### src/rtl/tdm_demux_if.sv
// tdm_demux_if -- serial-in / frame-out bundle for the 1:NCH TDM demux.
//   en    : sample strobe, din/sync valid this cycle
//   sync  : frame marker, high with en on the channel-0 bit
//   din   : serial data bit
//   s     : current channel select (next lane to be written)
//   y     : last complete frame, y[k] = channel k
//   valid : one-cycle pulse, y just updated
//   err   : one-cycle pulse, sync seen mid-frame
// master = stream source / frame consumer, slave = the demux.
interface tdm_demux_if #(
  parameter int NCH = 8,
  parameter int SW  = 3
);
  logic           en;
  logic           sync;
  logic           din;
  logic [SW-1:0]  s;
  logic [NCH-1:0] y;
  logic           valid;
  logic           err;

  modport master (output en, sync, din, input s, y, valid, err);
  modport slave  (input en, sync, din, output s, y, valid, err);
endinterface

### src/rtl/tdm_demux.sv
// tdm_demux -- receive end of the NCH:1 TDM link.
//   Collects one en-qualified bit per channel (channel 0 first, marked by
//   sync), then presents the whole frame on y with a one-cycle valid pulse.
//   A sync arriving mid-frame drops the partial frame, pulses err and
//   restarts the frame with that bit.
// Ports:
//   clk : clock, rising edge
//   rst : synchronous reset, active-high
//   bus : tdm_demux_if.slave (en/sync/din in; s/y/valid/err out)
module tdm_demux #(
  parameter int NCH = 8,
  parameter int SW  = 3
) (
  input  logic        clk,
  input  logic        rst,
  tdm_demux_if.slave  bus
);

  localparam logic [SW-1:0] LAST = SW'(NCH - 1);

  typedef enum logic {HUNT, RUN} state_t;

  state_t         r_state, w_state;
  logic [SW-1:0]  r_s, w_s;
  // The last lane is never stored: it goes straight into y with the frame.
  logic [NCH-2:0] r_shadow, w_shadow;
  logic [NCH-1:0] r_y, w_y;
  logic           r_valid, w_valid;
  logic           r_err, w_err;

  // State register
  always_ff @(posedge clk) begin
    if (rst) begin
      r_state  <= HUNT;
      r_s      <= '0;
      r_shadow <= '0;
      r_y      <= '0;
      r_valid  <= 1'b0;
      r_err    <= 1'b0;
    end else begin
      r_state  <= w_state;
      r_s      <= w_s;
      r_shadow <= w_shadow;
      r_y      <= w_y;
      r_valid  <= w_valid;
      r_err    <= w_err;
    end
  end

  // Next-state logic
  always_comb begin
    w_state  = r_state;
    w_s      = r_s;
    w_shadow = r_shadow;
    w_y      = r_y;
    w_valid  = 1'b0;
    w_err    = 1'b0;
    unique case (r_state)
      HUNT: begin
        if (bus.en && bus.sync) begin
          w_shadow    = '0;
          w_shadow[0] = bus.din;
          w_s         = SW'(1);
          w_state     = RUN;
        end
      end
      RUN: begin
        if (bus.en) begin
          // sync is checked first so that sync on the last lane is an
          // error rather than a completion.
          if (bus.sync && (r_s != '0)) begin
            w_err       = 1'b1;
            w_shadow    = '0;
            w_shadow[0] = bus.din;
            w_s         = SW'(1);
          end else if (r_s == LAST) begin
            w_y      = {bus.din, r_shadow};
            w_valid  = 1'b1;
            w_shadow = '0;
            w_s      = '0;
          end else begin
            // Covers s==0 with or without sync: lock is free-running.
            w_shadow[r_s] = bus.din;
            w_s           = r_s + SW'(1);
          end
        end
      end
      default: w_state = HUNT;
    endcase
  end

  // Outputs
  always_comb begin
    bus.s     = r_s;
    bus.y     = r_y;
    bus.valid = r_valid;
    bus.err   = r_err;
  end

endmodule

### src/flat_wrapper.sv
// flat-port wrapper written by rule: the top's interface ports become plain ports
module tdm_demux_flat 
#(
  parameter int NCH = 8,
  parameter int SW  = 3
)
  (clk, rst, bus_en, bus_sync, bus_din, bus_s, bus_y, bus_valid, bus_err);
  tdm_demux_if #(.NCH(NCH), .SW(SW)) bus_i ();
  input  logic clk;
  input  logic rst;
  input wire logic [$bits(bus_i.en)-1:0] bus_en;
  input wire logic [$bits(bus_i.sync)-1:0] bus_sync;
  input wire logic [$bits(bus_i.din)-1:0] bus_din;
  output wire logic [$bits(bus_i.s)-1:0] bus_s;
  output wire logic [$bits(bus_i.y)-1:0] bus_y;
  output wire logic [$bits(bus_i.valid)-1:0] bus_valid;
  output wire logic [$bits(bus_i.err)-1:0] bus_err;
  assign bus_i.en = bus_en;
  assign bus_i.sync = bus_sync;
  assign bus_i.din = bus_din;
  assign bus_s = bus_i.s;
  assign bus_y = bus_i.y;
  assign bus_valid = bus_i.valid;
  assign bus_err = bus_i.err;
  tdm_demux #(.NCH(NCH), .SW(SW)) u_core (.clk(clk), .rst(rst), .bus(bus_i));
endmodule
### config.mk
export PLATFORM = sky130hd
export DESIGN_NAME = tdm_demux_flat
export DESIGN_NICKNAME = d
export VERILOG_FILES = /design/src/rtl/tdm_demux_if.sv /design/src/rtl/tdm_demux.sv /design/src/flat_wrapper.sv
export SDC_FILE = /design/constraint.sdc
export NUM_CORES = 1
export LEC_CHECK = 0
export ABC_CLOCK_PERIOD_IN_PS = 2200
export BUFFER_PORTS_ARGS = -buffer_cell sky130_fd_sc_hd__buf_2
export CORE_AREA = 2 2 61 63
export DETAILED_ROUTE_END_ITERATION = 12
export DIE_AREA = 0 0 63 65
export SYNTH_ARGS = -nofsm -noshare
export SYNTH_HDL_FRONTEND = slang
export SYNTH_SLANG_ARGS = --single-unit
### constraint.sdc
create_clock -name clk -period 2.2 [get_ports clk]
set_clock_uncertainty 0.1 [all_clocks]
set_input_delay 0.33 -clock clk [delete_from_list [all_inputs] [get_ports clk]]
set_output_delay 0.33 -clock clk [all_outputs]
set_load 0.02 [all_outputs]
# Word-level counts from Yosys, hierarchy flattened
# Index checks and enable logic that the tools add are counted.
[word_totals]
reg_bits = 21
in_bits = 5
output_inout_bits = 13
word_cells = 40
[op_classes]
add_sub_neg = 1
magnitude_cmp = 2
eq_ne = 3
n_mux = 17
n_bitwise = 3
n_reduce_logical = 8
[ops]
columns = ["operator", "count"]
rows = [
  ["7-bit 2-to-1 mux", 4],
  ["7-bit one-hot mux with 2 select lines", 1],
  ["3-bit 2-to-1 mux", 4],
  ["7-bit bitwise mux", 1],
  ["3-bit one-hot mux with 2 select lines", 1],
  ["1-bit 2-to-1 mux", 5],
  ["3-bit by 4-bit less-than comparator with 1-bit output, second input constant", 1],
  ["4-bit AND reduction", 1],
  ["4-bit OR reduction", 1],
  ["3-bit by 1-bit adder with 3-bit output, second input constant", 1],
  ["1-bit demux with 3-bit select", 1],
  ["3-bit equality test, second input constant", 1],
  ["3-bit by 1-bit greater-or-equal comparator with 1-bit output, second input constant", 1],
  ["1-bit logical AND", 3],
  ["1-bit NOT", 3],
  ["3-bit nonzero test", 1],
  ["3-bit OR reduction", 1],
  ["2-bit by 1-bit inequality test with 1-bit output, second input constant", 1],
  ["2-bit inequality test, second input constant", 1],
  ["2-bit AND reduction", 1],
]

# Longest topological paths before layout
# Gate-level depths: netlist of the first run.
[depth]
depth_word = 9
depth_mapped = 6
depth_no_buf = 6

# Worst setup path after synthesis of the first run
# No wires, ideal clock.
[synth_path]
kind = "register to register"
from = "reg u_core.r_s[1] (netlist: u_core.bus.s[1])"
to = "reg u_core.r_y[0] (netlist: u_core.bus.y[0])"
setup_time_ps = 128
arrival_ps = 1669
t_required_ps = 1972
slack_ps = 304
stages_incl_launch_ff = 7
n_path_buf = 0
period_less_slack_ps = 1896
cell_sequence = "dfxtp_1 > ha_1 > ha_1 > nand3_1 > a21oi_4 > mux2i_1 > nor2_1"
[synth_between]
elab_chain_len = 4
elab_cells_between_ends = 5
classes_between = "eq/ne: 1; bitwise: 1; reduce/logical: 3"
[synth_lines]
columns = ["item", "line", "rtl"]
rows = [
  ["start: declaration", "tdm_demux.sv:24", "logic [SW-1:0] r_s, w_s;"],
  ["start signal: assignment", "tdm_demux.sv:42", "r_s <= w_s;"],
  ["3-bit nonzero test", "tdm_demux.sv:71", "if (bus.sync && (r_s != '0)) begin"],
  ["1-bit logical AND", "tdm_demux.sv:71", ""],
  ["1-bit NOT (no source line)", "--", ""],
  ["4-bit AND reduction (no source line) (*)", "--", ""],
  ["end signal: assignment", "tdm_demux.sv:44", "r_y <= w_y;"],
  ["end: declaration", "tdm_demux.sv:27", "logic [NCH-1:0] r_y, w_y;"],
]
# Mark *: on every way between the ends. The rest lies on a longest branch, timed or not.
# A chain may end at the register's enable or synchronous reset.

# Worst setup path in the final report of the first run
[layout_path]
from = "reg u_core.r_s[1] (netlist: u_core.bus.s[1])"
to = "reg u_core.r_y[4] (netlist: u_core.bus.y[4])"
# The elaborated chain is that of the path after synthesis.

==> impl_metrics.ini, run 1 <==
[synth]
ys_top_cells_by_count = dfxtp_1 (21), nor2_1 (19), nand3_1 (9)
syn_area_per_cell_um2 = 9.43
synthArstFlopShare = 0
yosys.area_share.simple = 0.253
synth_ff_type = dfxtp_1
synth_top_family_by_area = simple AND/OR/NAND/NOR gates
netlist_area_um2 = 990
synth_top_area_share = 0.425
synthDistinctLibCells = 35
seq_area_frac_synth = 0.425
yosysMostFrequentCell = dfxtp_1
synth_compound_area_frac = 0.159
synthXorXnorAreaFrac = 0
synthMuxAreaShare = 0.0809
synth_nets = 114
synth-adder-area-share = 0.0506
yosysTopAreaCell = dfxtp_1
ys_seq_elements = 21
synth_enable_flop_cells = 0
ys.warnings.count = 0
synthTopCellsByArea = dfxtp_1 (42%), mux2i_1 (8.1%), nor2_1 (7.2%), ha_1 (5.1%), nand3_1 (4.6%)
netlist_instances = 105

[worst_setup_path]
required_ns = 2.31
r2r-start = u_core.bus.s[1]
crit_path_cell_trace = ha_1, ha_1, nand3_1, a21oi_4, mux2i_1, nor2_1
critical_path_class = reg -> reg
cp-end-kind = register
cp_common_cell = ha_1
crit_buf_inv = 0
startpoint_type = register
worstPathArrival_ns = 2.11
path_max_fanout = 9
slowest_stage = dfxtp_1
worstReg2RegEnd = u_core.bus.y[4]
rrSetupSlack_ns = 0.19
r2r_cells = 6
path_delay_family = flip-flops
max_stage_delay_ns = 0.50

[worst_hold_path]
hold_end = u_core.bus.y[7]
hp-class = in -> reg
hold_depth = 3
hp-start = bus_din

[route]
routed_wl_um = 2280
drt_iter0_drc = 30
ant_nets = 0
avgViaCountPerCell = 5.05
first_pass_iters = 4
vias = 868
post_drt_wl_per_cell_um = 13.2
drc = 0

[cells_and_area]
area_growth_pct = 16.9
num-fill-cells = 372
final_area_um2 = 1160
postLayoutCoreUtil = 0.331
nNetsFinal = 134
antennaDiodeCount = 0
drive_above_1_share = 0.234

[power]
power_density_nw_per_um2 = 565
ir_worst_vdd_uv = 255
p_leak_nw = 0.461

[die]
dieArea_um2 = 4100
rows = 22
fp.dieH_um = 65
start_util = 0.283
die_x_um = 63
io_pins = 18
core_area_um2 = 3500

[sta]
fin_ws_ns = 0.195
fin_crit_sh = 0.911
period_needed_ns = 2.01
tns_ns = 0
setup_viol = 0
grt_setup_unrepaired = false
drv_slew = 0
slew_headroom = 0.556
worstMarginPinSlew_ns = 0.659
max_clock_freq_mhz = 499
hold_viol = 0

[cts]
clock_path_buffers = 2
cts_sinks = 21
cts_tree = built
clk_latency_ns = 0.31
post_cts_resized = 0
postCtsHoldBufs = 0
htree_levels = 1
cts_buffers = 3
clock-root-buffer = clkbuf_4
post-cts-setup-buffers = 0
clk_pin_slew_worst_paths_ns = 0.12

[place]
placed_area_um2 = 1130
dp.final_hpwl_um = 1600
pre_cts_ws_ns = 0.196
io_buffers = 17
place_congestion = 0.844

[global_route]
grt_max_degree = 19
grt_overflow_total = 0
antenna_found_initial = 0
first_global_vias = 793
grt_pass1_wl_um = 3700
grt_use_total = 0.114

[run]
cap_violations = 0

[run_status]
status = completed
-- layout make-up --
cell class                 instances  area (um2)  share of cell area
timing repair buffer              19         100              0.0865
clock inverter                     1        5.00             0.00432
tap                               48        60.1              0.0519
inverter                           3        11.3             0.00973
clock buffer                       3        22.5              0.0195
multi-input combinational         77         538               0.465
sequential                        21         420               0.363
-- stage by stage --
step           hold slack [ns]  power [mW]  instances
5_1_grt                  0.198       0.677        172
4_1_cts                  0.183       0.656        172
2_1_floorplan            0.341       0.448        105
3_5_place_dp             0.384       0.468        168
3_3_place_gp             0.373       0.467        168
6_report                 0.178       0.653        172
-- registers in the layout, indices dropped and copies added, names as in the netlist --
| signal | flops |
|---|---|
| u_core.bus.y | 8 |
| u_core.r_shadow | 7 |
| u_core.bus.s | 3 |
| u_core.bus.err | 1 |
| u_core.bus.valid | 1 |
| u_core.r_state | 1 |
-- power by group --
part | switching [mW] | internal (mW) | total [mW]
Clock | 0.125 | 0.0680 | 0.193
Sequential | 0.00627 | 0.385 | 0.392
Combinational | 0.0467 | 0.0225 | 0.0692
Total | 0.178 | 0.476 | 0.653
-- worst max path at each step --
stage / from / end / cells past startpoint
floorplan: u_core.bus.s[1] / u_core.bus.y[0] / 6
global placement: u_core.bus.s[1] / u_core.bus.y[1] / 6
detailed placement: u_core.bus.s[1] / u_core.bus.y[4] / 6
CTS: u_core.bus.s[1] / u_core.bus.y[4] / 6
global route: u_core.bus.s[1] / u_core.bus.y[4] / 6
finish: u_core.bus.s[1] / u_core.bus.y[4] / 6
-- layout by cell type, fill, tap and decap left out, types with 2 or more instances in the layout --
master    count
ha_1          4
inv_1         2
dfxtp_1      21
nor2_1       19
nor3_1        3
buf_4         2
nand3_1       9
nand2_1       4
nand3b_1      3
a21oi_1       3
mux2i_1       8
nand4b_1      2
clkbuf_4      3
buf_2        17
o21ai_0       2
a32o_1        3
-- kinds of logic (layout without fill, tap and decap cells) --
| logic type | after synthesis | after routing |
|---|---|---|
| AOI/OAI and AO/OA | 17 | 17 |
| buffers and inverters | 7 | 26 |
| adders and majority gates | 4 | 4 |
| muxes | 8 | 8 |
| DFF | 21 | 21 |
| and+or+nand+nor | 48 | 48 |
-- metal layers --
layer  part of all wire  wire length, um  up-vias  track usage
met4              0.017               39        0       0.0500
met5                  0                0        -            0
met1               0.49             1120      415        0.141
met3              0.054              124        5       0.0243
met2               0.44              996       30        0.190
li1                   -                -      418            -
-- tightest hold or removal path: stages --
cell	delay, ns
buf_2	0.10
mux2i_1	0.06
nor2_1	0.07
(Power assumes the default switching activity.)
==> run 2: changes to the inputs <==
--- a/config.mk
+++ b/config.mk
@@ -7,9 +7,10 @@
 export LEC_CHECK = 0
 export ABC_CLOCK_PERIOD_IN_PS = 2200
 export BUFFER_PORTS_ARGS = -buffer_cell sky130_fd_sc_hd__buf_2
-export CORE_AREA = 2 2 61 63
+export CORE_AREA = 2 2 47 49
 export DETAILED_ROUTE_END_ITERATION = 12
-export DIE_AREA = 0 0 63 65
+export DIE_AREA = 0 0 49 51
+export PLACE_DENSITY = 0.73
 export SYNTH_ARGS = -nofsm -noshare
 export SYNTH_HDL_FRONTEND = slang
 export SYNTH_SLANG_ARGS = --single-unit
==> run 2 against run 1 <==
Hold slack improved by 0.021 ns. Cell count is 12% lower. Global-route usage rose by 7.8 points. Largest cell class unchanged. Non-clock buffer count shrank 1. Via count is 1.0% lower.
==> impl_metrics.ini, run 2 (same netlist as run 1, synthesis figures left out) <==
[cts]
clock_path_buffers = 2
htree_levels = 1
post_cts_resized = 0
clock-root-buffer = clkbuf_4
postCtsHoldBufs = 0
post-cts-setup-buffers = 0
cts_buffers = 3
clk_latency_ns = 0.31
clk_pin_slew_worst_paths_ns = 0.12
cts_sinks = 21
cts_tree = built

[sta]
fin_crit_sh = 0.921
drv_slew = 0
setup_viol = 0
slew_headroom = 0.617
grt_setup_unrepaired = false
max_clock_freq_mhz = 493
worstMarginPinSlew_ns = 0.568
tns_ns = 0
hold_viol = 0
period_needed_ns = 2.03

[cells_and_area]
final_common_cell = dfxtp_1
mostFrequentLayoutCells = dfxtp_1 (21), nor2_1 (19), buf_2 (17), nand3_1 (9), mux2i_1 (8)
drive_above_1_share = 0.228
antennaDiodeCount = 0
largest_reg_flops = 8
nNetsFinal = 133
area_growth_pct = 13.7

[worst_setup_path]
required_ns = 2.30
cp_common_cell = ha_1
worstPathArrival_ns = 2.13
max_stage_delay_ns = 0.51
path_max_fanout = 9
slowest_stage = dfxtp_1
r2r_cells = 6
startpoint_type = register
rrSetupSlack_ns = 0.17
critical_path_class = reg -> reg
cp-end-kind = register
crit_path_cell_trace = ha_1, ha_1, nand3_1, a21oi_4, mux2i_1, nor2_1

[worst_hold_path]
hold_depth = 3
hp-class = in -> reg

[die]
core_area_um2 = 2060
die_x_um = 49
fp.dieH_um = 51
io_pins = 18
rows = 17
start_util = 0.480
dieArea_um2 = 2500

[power]
p_int_uw = 474
ir_worst_vdd_uv = 349
p_sw_uw = 172
power_density_nw_per_um2 = 574
p_leak_nw = 0.456
power.total_uw = 646
clkPwrFrac = 0.293
swShare = 0.266
comb_power_share = 0.098
power_frac_seq = 0.609

[route]
first_pass_iters = 4
post_drt_wl_per_cell_um = 13.6
drc = 0
drt_iter0_drc = 25
ant_nets = 0
vias = 859
avgViaCountPerCell = 5.69
routed_wl_um = 2060

[run_status]
status = completed

[place]
io_buffers = 17
dp.final_hpwl_um = 1500
place_congestion = 0.843

[global_route]
grt_pass1_wl_um = 3680
grt_use_total = 0.192
grt_overflow_total = 0
antenna_found_initial = 0
first_global_vias = 818
grt_max_degree = 19

[run]
cap_violations = 0
-- run 2: path summary, 6_finish.rpt --
kind | from | endpoint
worst min register to register | u_core.r_shadow[1] | u_core.r_shadow[1]
worst max-delay path | u_core.bus.s[1] | u_core.bus.y[1]
worst max register to register | u_core.bus.s[1] | u_core.bus.y[1]
worst min-delay path | bus_din | u_core.bus.y[7]
-- run 2: metrics by stage --
stage	instances	setup slack (ns)	area, um2	hold slack (ns)	util
final	151	0.173	1120	0.199	0.545
after global routing	151	0.0186	1120	0.224	0.545
after CTS	151	0.164	1120	0.199	0.545
after detailed placement	147	0.196	1100	0.381	0.532
after global placement	147	0.256	1100	0.372	0.532
after floorplan	105	0.304	990	0.341	-
-- run 2: final cells by class --
type	count	area, um2
well taps	28	35.0
clock inverters	1	5.00
repair buffers	18	92.6
clock buffers	3	22.5
multi-input cells	77	538
fillers	194	938
inverters	3	11.3
flip-flops and latches	21	420
-- run 2: worst max-delay path, delay by kind of cell (launching register included) --
kind                     cells  cell delay (ns)
adder cells (fa/ha/maj)      2             0.51
AND/OR/NAND/NOR              2             0.21
multiplexers                 1             0.23
flip-flops                   1             0.51
AO/OA/AOI/OAI                1             0.36
-- run 2: metal layers --
metal,global-route usage,vias up,share of wire,routed length [um]
met5,0,-,0,0
met4,0.0857,0,0.020,42
met3,0.0380,7,0.066,135
met2,0.320,37,0.48,985
met1,0.242,397,0.43,896
li1,-,418,-,-
-- run 2: power by group through the flow --
| stage | combinational [mW] | clock (mW) | sequential, mW |
|---|---|---|---|
| final | 0.0636 | 0.189 | 0.393 |
| after global routing | 0.0695 | 0.210 | 0.395 |
| after CTS | 0.0639 | 0.196 | 0.393 |
| after detailed placement | 0.0637 | 0 | 0.402 |
| after global placement | 0.0631 | 0 | 0.401 |
| after floorplan | 0.0463 | 0 | 0.402 |
==> run 3: changes to the inputs <==
==> config.mk (replaced) <==
export PLATFORM = sky130hd
export DESIGN_NAME = tdm_demux_flat
export DESIGN_NICKNAME = d
export VERILOG_FILES = /design/src/rtl/tdm_demux_if.sv /design/src/rtl/tdm_demux.sv /design/src/flat_wrapper.sv
export SDC_FILE = /design/constraint.sdc
export NUM_CORES = 1
export LEC_CHECK = 0
export CORE_AREA = 2 2 43 45
export CTS_BUF_LIST = sky130_fd_sc_hd__clkbuf_2
export DETAILED_ROUTE_END_ITERATION = 12
export DIE_AREA = 0 0 45 47
export DONT_BUFFER_PORTS = 1
export PLACE_DENSITY = 0.76
export SYNTH_ARGS = -nofsm -noshare
export SYNTH_HDL_FRONTEND = slang
export SYNTH_SLANG_ARGS = --single-unit
==> run 3 against run 2 <==
Register-to-register slack improved by 0.07 ns. Via count is 4.0% lower. Clock power is 13% lower. Sequential power hardly changed. Worst setup slack gained 0.065 ns. Utilization up 8.7 points. Final area down 7.2%. Sequential cell count is the same. Global-route usage is 2.0 points higher. Routed wire length grew 2.0%. Cell count down 17%. Critical path type unchanged. Highest routed layer unchanged.
==> impl_metrics.ini, run 3 (same netlist as run 1, synthesis figures left out) <==
[worst_setup_path]
required_ns = 2.33
worstPathArrival_ns = 2.09
startpoint_type = register
crit_buf_inv = 0
critical_path_class = reg -> reg
cp-end-kind = register
cp_common_cell = ha_1
r2r_cells = 6
crit_path_cell_trace = ha_1, ha_1, nand3_1, a21oi_4, mux2i_1, nor2_1
path_delay_family = adder cells
path_depth = 6
max_stage_delay_ns = 0.49
path_max_fanout = 8
slowest_stage = dfxtp_1

[cells_and_area]
final_area_um2 = 1040
area_growth_pct = 5.44
mostFrequentLayoutCells = dfxtp_1 (21), nor2_1 (19), nand3_1 (9), mux2i_1 (8)
drive_above_1_share = 0.119
nNetsFinal = 119
final_common_cell = dfxtp_1
antennaDiodeCount = 0
largest_reg_flops = 8
postLayoutCoreUtil = 0.632

[cts]
cts_sinks = 21
clk_pin_slew_worst_paths_ns = 0.19
clock-root-buffer = clkbuf_2
cts_buffers = 3
clk_latency_ns = 0.33
cts_tree = built
post-cts-setup-buffers = 0
clock_path_buffers = 2
htree_levels = 1
postCtsHoldBufs = 1
post_cts_resized = 0

[global_route]
first_global_vias = 753
antenna_found_initial = 0
grt_overflow_total = 0
grt_max_degree = 13
grt_use_total = 0.212
grt_pass1_wl_um = 3260

[worst_hold_path]
hold_depth = 2
hp-class = in -> reg

[run]
cap_violations = 0

[power]
ir_worst_vdd_uv = 355
power_density_nw_per_um2 = 591
p_leak_nw = 0.382

[die]
io_pins = 18
core_area_um2 = 1650
dieArea_um2 = 2120
start_util = 0.599
die_x_um = 45
rows = 15
fp.dieH_um = 47

[route]
first_pass_iters = 5
ant_nets = 0
drc = 0
routed_wl_um = 2100
avgViaCountPerCell = 6.55
drt_iter0_drc = 19
post_drt_wl_per_cell_um = 16.7
vias = 825

[place]
place_congestion = 0.875
io_buffers = 0
placed_area_um2 = 1010
dp.final_hpwl_um = 1510

[sta]
period_needed_ns = 1.96
grt_setup_unrepaired = false
setup_viol = 0
worstMarginPinSlew_ns = 0.560
fin_crit_sh = 0.891
max_clock_freq_mhz = 510
drv_slew = 0
tns_ns = 0
hold_viol = 0
slew_headroom = 0.622

[run_status]
status = completed
run 3: report_power, final:
part	internal (mW)	switching (mW)
clock	0.0481	0.117
sequential	0.386	0.00724
combinational	0.0204	0.0377
total	0.455	0.162
run 3: path summary, 6_finish.rpt:
path / from / endpoint / slack (ns)
setup reg to reg: u_core.bus.s[1] / u_core.bus.y[7] / 0.24
hold / removal: bus_sync / u_core.r_state / 0.04
hold reg to reg: u_core.r_shadow[1] / u_core.r_shadow[1] / 0.40
setup / recovery: u_core.bus.s[1] / u_core.bus.y[7] / 0.24
run 3: through the flow:
stage | hold slack, ns | setup slack (ns) | total power [mW] | std cells
global route | 0.0278 | 0.126 | 0.639 | 126
detailed placement | 0.303 | 0.283 | 0.453 | 121
CTS | 0.0381 | 0.229 | 0.619 | 126
floorplan | 0.341 | 0.304 | 0.448 | 105
finish | 0.0352 | 0.239 | 0.617 | 126
global placement | 0.302 | 0.340 | 0.452 | 121
run 3: layout make-up:
cell class	count	area (um2)
Fill cell	138	608
Multi-Input combinational cell	77	538
Sequential cell	21	420
Timing Repair Buffer	4	32.5
Tap cell	17	21.3
Clock buffer	4	20.0
Inverter	3	11.3
run 3: layer usage:
layer	vias to the layer above	global-route usage	wire length [um]	part of all wire
met3	8	0.0654	158	0.075
met5	-	0	0	0
met4	0	0.124	44	0.021
met1	389	0.256	858	0.41
met2	39	0.334	1040	0.50
li1	389	-	-	-
run 3: worst register-to-register path, cell delays in order, from the launching register on:
cell     delay (ns)
dfxtp_1        0.49
ha_1           0.22
ha_1           0.28
nand3_1        0.15
a21oi_4        0.33
mux2i_1        0.24
nor2_1         0.05
